--- config.mk ---
export PLATFORM = sky130hd
export DESIGN_NAME = axi4_rr_arbiter
export DESIGN_NICKNAME = d
export VERILOG_FILES = /design/src/rtl/axi4_rr_arbiter.sv
export SDC_FILE = /design/constraint.sdc
export NUM_CORES = 1
export LEC_CHECK = 0
export ABC_CLOCK_PERIOD_IN_PS = 1400
export BUFFER_PORTS_ARGS = -buffer_cell sky130_fd_sc_hd__buf_2
export CAP_MARGIN = 20
export CORE_AREA = 2 2 193 195
export DETAILED_ROUTE_END_ITERATION = 6
export DIE_AREA = 0 0 195 197
export GPL_TIMING_DRIVEN = 0
export PLACE_DENSITY_LB_ADDON = 0.1
export SYNTH_ARGS = -nofsm -noshare
export SYNTH_HDL_FRONTEND = slang
export SYNTH_SLANG_ARGS = --single-unit
export TNS_END_PERCENT = 10
--- constraint.sdc ---
create_clock -name clock -period 1.4 [get_ports clock]
set_clock_uncertainty 0.1 [all_clocks]
set_input_delay 0.07 -clock clock [delete_from_list [all_inputs] [get_ports clock]]
set_output_delay 0.07 -clock clock [all_outputs]
set_load 0.02 [all_outputs]
--- src/rtl/axi4_rr_arbiter.sv ---
// axi4_rr_arbiter: round-robin N-to-1 AXI4 arbiter, one burst at a time; ports s_* per-requester packed lanes, m_* shared master, id=grant
module axi4_rr_arbiter #(
  parameter int N   = 2,
  parameter int IDW = 4
) (
  input  logic            clock,
  input  logic            rst_i,
  input  logic [N-1:0]    s_arvalid,
  output logic [N-1:0]    s_arready,
  input  logic [N*32-1:0] s_araddr,
  input  logic [N*8-1:0]  s_arlen,
  input  logic [N*3-1:0]  s_arsize,
  input  logic [N-1:0]    s_awvalid,
  output logic [N-1:0]    s_awready,
  input  logic [N*32-1:0] s_awaddr,
  input  logic [N*8-1:0]  s_awlen,
  input  logic [N*3-1:0]  s_awsize,
  input  logic [N-1:0]    s_wvalid,
  input  logic [N-1:0]    s_wlast,
  output logic [N-1:0]    s_wready,
  input  logic [N*32-1:0] s_wdata,
  input  logic [N*4-1:0]  s_wstrb,
  output logic [N-1:0]    s_rvalid,
  output logic [N-1:0]    s_rlast,
  input  logic [N-1:0]    s_rready,
  input  logic [N-1:0]    s_bready,
  output logic [31:0]     s_rdata,
  output logic [1:0]      s_rresp,
  output logic [1:0]      s_bresp,
  output logic [N-1:0]    s_bvalid,
  output logic            m_arvalid,
  input  logic            m_arready,
  output logic [IDW-1:0]  m_arid,
  output logic [31:0]     m_araddr,
  output logic [7:0]      m_arlen,
  output logic [2:0]      m_arsize,
  output logic [1:0]      m_arburst,
  output logic            m_awvalid,
  input  logic            m_awready,
  output logic [IDW-1:0]  m_awid,
  output logic [31:0]     m_awaddr,
  output logic [7:0]      m_awlen,
  output logic [2:0]      m_awsize,
  output logic [1:0]      m_awburst,
  output logic            m_wvalid,
  input  logic            m_wready,
  output logic [31:0]     m_wdata,
  output logic [3:0]      m_wstrb,
  output logic            m_wlast,
  input  logic            m_rvalid,
  output logic            m_rready,
  input  logic [IDW-1:0]  m_rid,
  input  logic [31:0]     m_rdata,
  input  logic [1:0]      m_rresp,
  input  logic            m_rlast,
  input  logic            m_bvalid,
  output logic            m_bready,
  input  logic [IDW-1:0]  m_bid,
  input  logic [1:0]      m_bresp
);
  localparam int GW = N > 1 ? $clog2(N) : 1;
  typedef enum logic [2:0] {IDLE, AR, R, AW, W, B} state_t;
  state_t state;
  logic [GW-1:0] grant, rr_ptr, pick, nxt;
  logic [N-1:0] req, oh;
  logic unused_ids;
  assign unused_ids = ^{m_rid, m_bid};
  assign req = s_arvalid | s_awvalid;
  assign oh = N'(1) << grant;
  assign nxt = (grant == GW'(N - 1)) ? '0 : grant + 1'b1;
  always_comb begin
    pick = '0;
    for (int k = N - 1; k >= 0; k--)
      if (req[(int'(rr_ptr) + k) % N]) pick = GW'((int'(rr_ptr) + k) % N);
  end
  always_ff @(posedge clock or posedge rst_i) begin
    if (rst_i) begin
      state  <= IDLE;
      grant  <= '0;
      rr_ptr <= '0;
    end else begin
      case (state)
        IDLE: if (|req) begin
          grant <= pick;
          state <= s_arvalid[pick] ? AR : AW;
        end
        AR: if (m_arready) state <= R;
        R: if (m_rvalid && m_rready && m_rlast) begin
          state  <= IDLE;
          rr_ptr <= nxt;
        end
        AW: if (m_awready) state <= W;
        W: if (m_wvalid && m_wready && m_wlast) state <= B;
        B: if (m_bvalid && m_bready) begin
          state  <= IDLE;
          rr_ptr <= nxt;
        end
        default: state <= IDLE;
      endcase
    end
  end
  assign m_arvalid = state == AR;
  assign m_arid    = IDW'(grant);
  assign m_araddr  = s_araddr[32*grant +: 32];
  assign m_arlen   = s_arlen[8*grant +: 8];
  assign m_arsize  = s_arsize[3*grant +: 3];
  assign m_arburst = 2'b01;
  assign s_arready = (state == AR && m_arready) ? oh : '0;
  assign m_awvalid = state == AW;
  assign m_awid    = IDW'(grant);
  assign m_awaddr  = s_awaddr[32*grant +: 32];
  assign m_awlen   = s_awlen[8*grant +: 8];
  assign m_awsize  = s_awsize[3*grant +: 3];
  assign m_awburst = 2'b01;
  assign s_awready = (state == AW && m_awready) ? oh : '0;
  assign m_wvalid  = state == W && s_wvalid[grant];
  assign m_wdata   = s_wdata[32*grant +: 32];
  assign m_wstrb   = s_wstrb[4*grant +: 4];
  assign m_wlast   = s_wlast[grant];
  assign s_wready  = (state == W && m_wready) ? oh : '0;
  assign m_rready  = state == R && s_rready[grant];
  assign s_rvalid  = (state == R && m_rvalid) ? oh : '0;
  assign s_rlast   = (state == R && m_rlast) ? oh : '0;
  assign s_rdata   = m_rdata;
  assign s_rresp   = m_rresp;
  assign m_bready  = state == B && s_bready[grant];
  assign s_bvalid  = (state == B && m_bvalid) ? oh : '0;
  assign s_bresp   = m_bresp;
endmodule

==> flow_summary.toml, run 1 <==
[status]
status = "complete, but fails checks"
failed_checks = "setup timing"

[pwr]
intPower_uw = 5390
cellLeakagePower_uw = 0.00334
ir_drop_v = 0.000375
switching_share_pct = 46.3
pwr-share-clk_pct = 4.6
switchingPower_uw = 4650
pwr-share-seq_pct = 2.9
power_frac_comb_pct = 92.5
powerDensity_mw_per_mm2 = 1560

[placement]
dp.cells = 1186
gp_congestion = 0.697
place_hpwl_um = 17100
io_buffers = 441

[flow_run]
maxCapViolations = 0

[hold_path]
hold_class = "in -> reg"

[synthesis]
synth_cell_types = 35
seq_area_frac_synth_pct = 5.22
syn_inst = 269
synth_warnings = 0
avgSynthCellArea_um2 = 8.91
syn_area_mm2 = 0.00240
ys_ff_latch = 5

[layout]
mostFrequentLayoutCell = "buf_2"
area_growth_pct = 168
fin_cells = 1209
finalNetCount = 1050
drive_gt1_share_pct = 82.2
final_cell_mix = "buf_2 (394), mux2_1 (72), buf_4 (60)"
antenna_cells = 0

[drt]
first_pass_iters = 3
finalWirelength_um = 19700
post_drt_wl_per_cell_um = 16.3
dr_total_vias = 3792
drc_errors = 0
routed_via_density = 3.14
ant_nets = 0
dr.first_iter.drc_count = 52

[worst_setup_path]
crit_type = "reg -> out"
cp-start-kind = "register"
worstPathRequired_ns = 1.23
cp.arrival_ns = 1.62
critPathMaxFanout = 7
end_kind = "primary output"

[global_routing]
use_met2_pct = 17.6
grt_pass1_vias = 3670
grt-ovfl-total = 0
global_route.usage.met3_pct = 2.24
grt_max_degree = 11
grt_usage_pct = 8.79
antenna_found_initial = 9
grt_use_met1_pct = 9.72
grt_pass1_wl_um = 25000
top_usage_layer = "met2"

[timing]
rsz0062_at_grt = "true"
hold_violations = 0
fin_crit_sh_pct = 128
setup_tns_ns = -45.90
fin_crit_ns = 1.79
drv_slew = 0
max_freq_mhz = 559
setup_ws_ns = -0.389
setup_violations = 142
whs_ns = 0.102

[clock_network]
root_buffer = "clkbuf_16"
cts_inserted_buffers = 3
htreeDepth = 1
clkSinkCount = 5
clk_pin_slew_ns = 0.03
cts_tree = "built"
clk_path_buf_depth = 2
clock_latency_ns = 0.22

[floorplanning]
rows = 70
initial_core_util_pct = 6.61
core_area_mm2 = 0.0363
design.die.area_mm2 = 0.0384
die_x_um = 195
die_y_um = 197
ioPinCount = 496
[cell type report]
type	count	area, um2
multi-input cells	201	2060
flip-flops and latches	5	126
well taps	468	586
fillers	4133	29800
clock buffers	4	78.8
repair buffers	460	2820
inverters	2	7.51
plain buffers	69	748
[metal layers]
layer | share of wire (%) | wire (um) | vias up
li1 | - | - | 1842
met1 | 37 | 7310 | 1698
met2 | 55 | 10800 | 232
met3 | 7.3 | 1430 | 18
met4 | 0.57 | 112 | 2
met5 | 0.061 | 12 | -
[worst max-delay path: stages (launching register included)]
cell	delay, ns
dfrtp_1	0.40
buf_12	0.17
clkbuf_16	0.18
clkbuf_16	0.16
mux2_1	0.31
buf_2	0.16
[flip-flops by register name, summed over array words and instances, names as in the netlist]
register	flops
state	3
grant	1
rr_ptr	1
[synthesized netlist by cell type, drive strengths merged]
| master | number | share of area (%) |
|---|---|---|
| nor2 | 15 | 2.5 |
| nor3b | 2 | 0.63 |
| nor3 | 6 | 1.5 |
| dfrtp | 5 | 5.2 |
| o41ai | 1 | 0.37 |
| nand2b | 2 | 0.52 |
| and2 | 1 | 0.26 |
| nor2b | 1 | 0.37 |
| nand3 | 2 | 0.42 |
| and3 | 3 | 0.78 |
| a22oi | 1 | 0.31 |
| a21oi | 3 | 0.78 |
| nand3b | 2 | 0.63 |
| mux2 | 124 | 58 |
| inv | 1 | 0.16 |
| conb | 2 | 0.31 |
| o311ai | 1 | 0.37 |
| clkinv | 1 | 0.16 |
| or2 | 1 | 0.26 |
| o221ai | 1 | 0.37 |
| and3b | 2 | 0.73 |
| o21ai | 4 | 0.84 |
| mux2i | 3 | 1.8 |
| nor4 | 3 | 0.78 |
| buf | 69 | 20 |
| nand2 | 13 | 2.0 |
[stage by stage]
| step | cell area, um2 | power [uW] | worst slack [ns] | util (%) |
|---|---|---|---|---|
| after global placement | 5230 | 7030 | -0.746 | 14.4 |
| final | 6430 | 10000 | -0.389 | 17.7 |
| after global routing | 6430 | 10700 | -0.466 | 17.7 |
| after floorplan | 2440 | 4570 | -0.112 | - |
| after detailed placement | 5230 | 6920 | -0.758 | 14.4 |
| after CTS | 5550 | 8020 | -0.466 | 15.3 |
[cells by family after synthesis]
group	synth area share (%)
AO/OA/AOI/OAI	3.03
buffers and inverters	19.9
flip-flops	5.22
multiplexers	60.2
other	0.313
AND/OR/NAND/NOR	11.3
[final timing paths]
path / start / to / slack (ns) / cells past startpoint
max reg2reg: grant / state[1] / -0.38 / 7
min reg2reg: rr_ptr / rr_ptr / 0.48 / 2
max in group asynchronous: rst_i / state[0] / 0.78 / 3
min in group asynchronous: rst_i / state[2] / 0.22 / 3
min: m_bvalid / rr_ptr / 0.10 / 3
max: grant / m_awaddr[17] / -0.39 / 5
[repair_timing]
item                       CTS  global route
cloned                       0            12
hold endpoints to repair     5             0
resized for setup           66           172
setup buffers                2             4
setup endpoints to repair  145           145
hold buffers                 1             0
pin swaps                    2             7
[power groups by stage]
stage | registers, uW | clock network [uW] | logic (uW)
floorplan | 255 | 0 | 4320
global placement | 284 | 0 | 6750
detailed placement | 285 | 0 | 6640
CTS | 285 | 468 | 7270
global route | 306 | 487 | 9900
finish | 290 | 461 | 9290
No activity file was read; power rests on OpenSTA's default activity.
==> inputs of run 2 (changes only) <==
- MAX_ROUTING_LAYER: default -> met4
==> run 2 against run 1 <==
The flow still finishes with violations (setup timing). Global-route usage increased by 0.26 points. Die area unchanged. Largest cell class unchanged. Highest routed layer is now met4. Core utilization decreased by 0.052 points.
==> flow_summary.toml, run 2 (same netlist as run 1, synthesis figures left out) <==
[worst_setup_path]
ff2ff_setup_slack_ns = -0.38
worstPathRequired_ns = 1.23
crit_type = "reg -> out"
critPathMaxFanout = 7
end_kind = "primary output"
cp.arrival_ns = 1.62
worstRegToRegCells = 7
cp-start-kind = "register"

[clock_network]
clk_pin_slew_ns = 0.03
root_buffer = "clkbuf_16"
clk_path_buf_depth = 2
cts_tree = "built"
clock_latency_ns = 0.22
cts_inserted_buffers = 3
htreeDepth = 1
clkSinkCount = 5

[status]
failed_checks = "setup timing"
status = "complete, but fails checks"

[layout]
multiInputGateArea_mm2 = 0.00206
finalNetCount = 1049
largest_reg_flops = 3
fillCellCount = 4135
final_cell_mix = "buf_2 (394), mux2_1 (72), buf_4 (60)"
utilization_pct = 17.7
fin_area_mm2 = 0.00641
seq_area_um2 = 126
top_regs = "state (3), grant (1), rr_ptr (1)"
fin_cells = 1209
drive_gt1_share_pct = 82.2
area_growth_pct = 167
largest_register = "state"
mostFrequentLayoutCell = "buf_2"

[floorplanning]
initial_core_util_pct = 6.61
rows = 70
design.die.area_mm2 = 0.0384
die_x_um = 195
ioPinCount = 496
die_y_um = 197
core_area_mm2 = 0.0363

[placement]
preCtsSetupSlack_ns = -0.758
io_buffers = 441
place_area_mm2 = 0.00523
place_hpwl_um = 17100
dp.cells = 1186
gp_congestion = 0.705

[global_routing]
top_usage_layer = "met2"
use_met2_pct = 17.6
antenna_found_initial = 9
grt-ovfl-total = 0
grt_use_met1_pct = 9.78
grt_pass1_wl_um = 25000
grt_usage_pct = 9.05
global_route.usage.met3_pct = 2.10
grt_pass1_vias = 3675
grt_max_degree = 11

[flow_run]
maxCapViolations = 0

[timing]
fin_crit_sh_pct = 128
fin_crit_ns = 1.79
hold_violations = 0
setup_violations = 142
drv_slew = 0
max_freq_mhz = 559
rsz0062_at_grt = "true"
whs_ns = 0.102
setup_ws_ns = -0.388

[hold_path]
hold_depth = 3
hold_class = "in -> reg"

[drt]
first_pass_iters = 3
dr_total_vias = 3776
post_drt_wl_per_cell_um = 16.3
routed_via_density = 3.12
ant_nets = 0
finalWirelength_um = 19700
drc_errors = 0
dr.first_iter.drc_count = 44

[pwr]
ir_drop_v = 0.000375
cellLeakagePower_uw = 0.00333
powerDensity_mw_per_mm2 = 1560
-- run 2: what timing repair did --
action	in CTS	in global routing
hold buffers	1	0
hold endpoints to repair	5	0
cloned	0	11
pin swaps	2	7
buffers inserted	2	4
setup endpoints to repair	145	145
resized for setup	66	173
-- run 2: final timing paths --
check | endpoint | startpoint
setup / recovery | m_awaddr[17] | grant
hold / removal | rr_ptr | m_bvalid
setup reg to reg | state[1] | grant
hold reg to reg | rr_ptr | rr_ptr
max in group asynchronous | state[0] | rst_i
min in group asynchronous | state[2] | rst_i
-- run 2: per-stage QoR --
step	TNS, ns	power [uW]
4_1_cts	-53.93	8020
2_1_floorplan	-6.95	4570
3_3_place_gp	-76.93	7030
5_1_grt	-57.83	10600
3_5_place_dp	-76.44	6920
6_report	-45.52	9990
-- run 2: final cells by class --
type | instances | share of cell area [%]
tap | 468 | 9.14
buffer | 69 | 11.7
inverter | 2 | 0.117
multi-input combinational | 201 | 32.2
antenna | 1 | 0.0390
timing repair buffer | 459 | 43.6
sequential | 5 | 1.97
clock buffer | 4 | 1.23
-- run 2: report_power, final --
| part | switching [uW] | internal, uW | total, uW | leakage (uW) |
|---|---|---|---|---|
| Combinational | 4490 | 4750 | 9240 | 0.00323 |
| Clock | 83.1 | 376 | 460 | 0.0000382 |
| Sequential | 71.5 | 218 | 290 | 0.0000609 |
| Total | 4640 | 5350 | 9990 | 0.00333 |
-- run 2: metal layers --
| layer | wire [um] | share of wire, % |
|---|---|---|
| met5 | 0 | 0 |
| met4 | 113 | 0.57 |
| met3 | 1340 | 6.8 |
| met2 | 10800 | 55 |
| met1 | 7420 | 38 |
-- run 2: worst max-delay path: stages, from the launching register on --
cell and delay, ns:
dfrtp_1 0.40, buf_12 0.17, clkbuf_16 0.18, clkbuf_16 0.16, mux2_1 0.31, buf_2 0.16
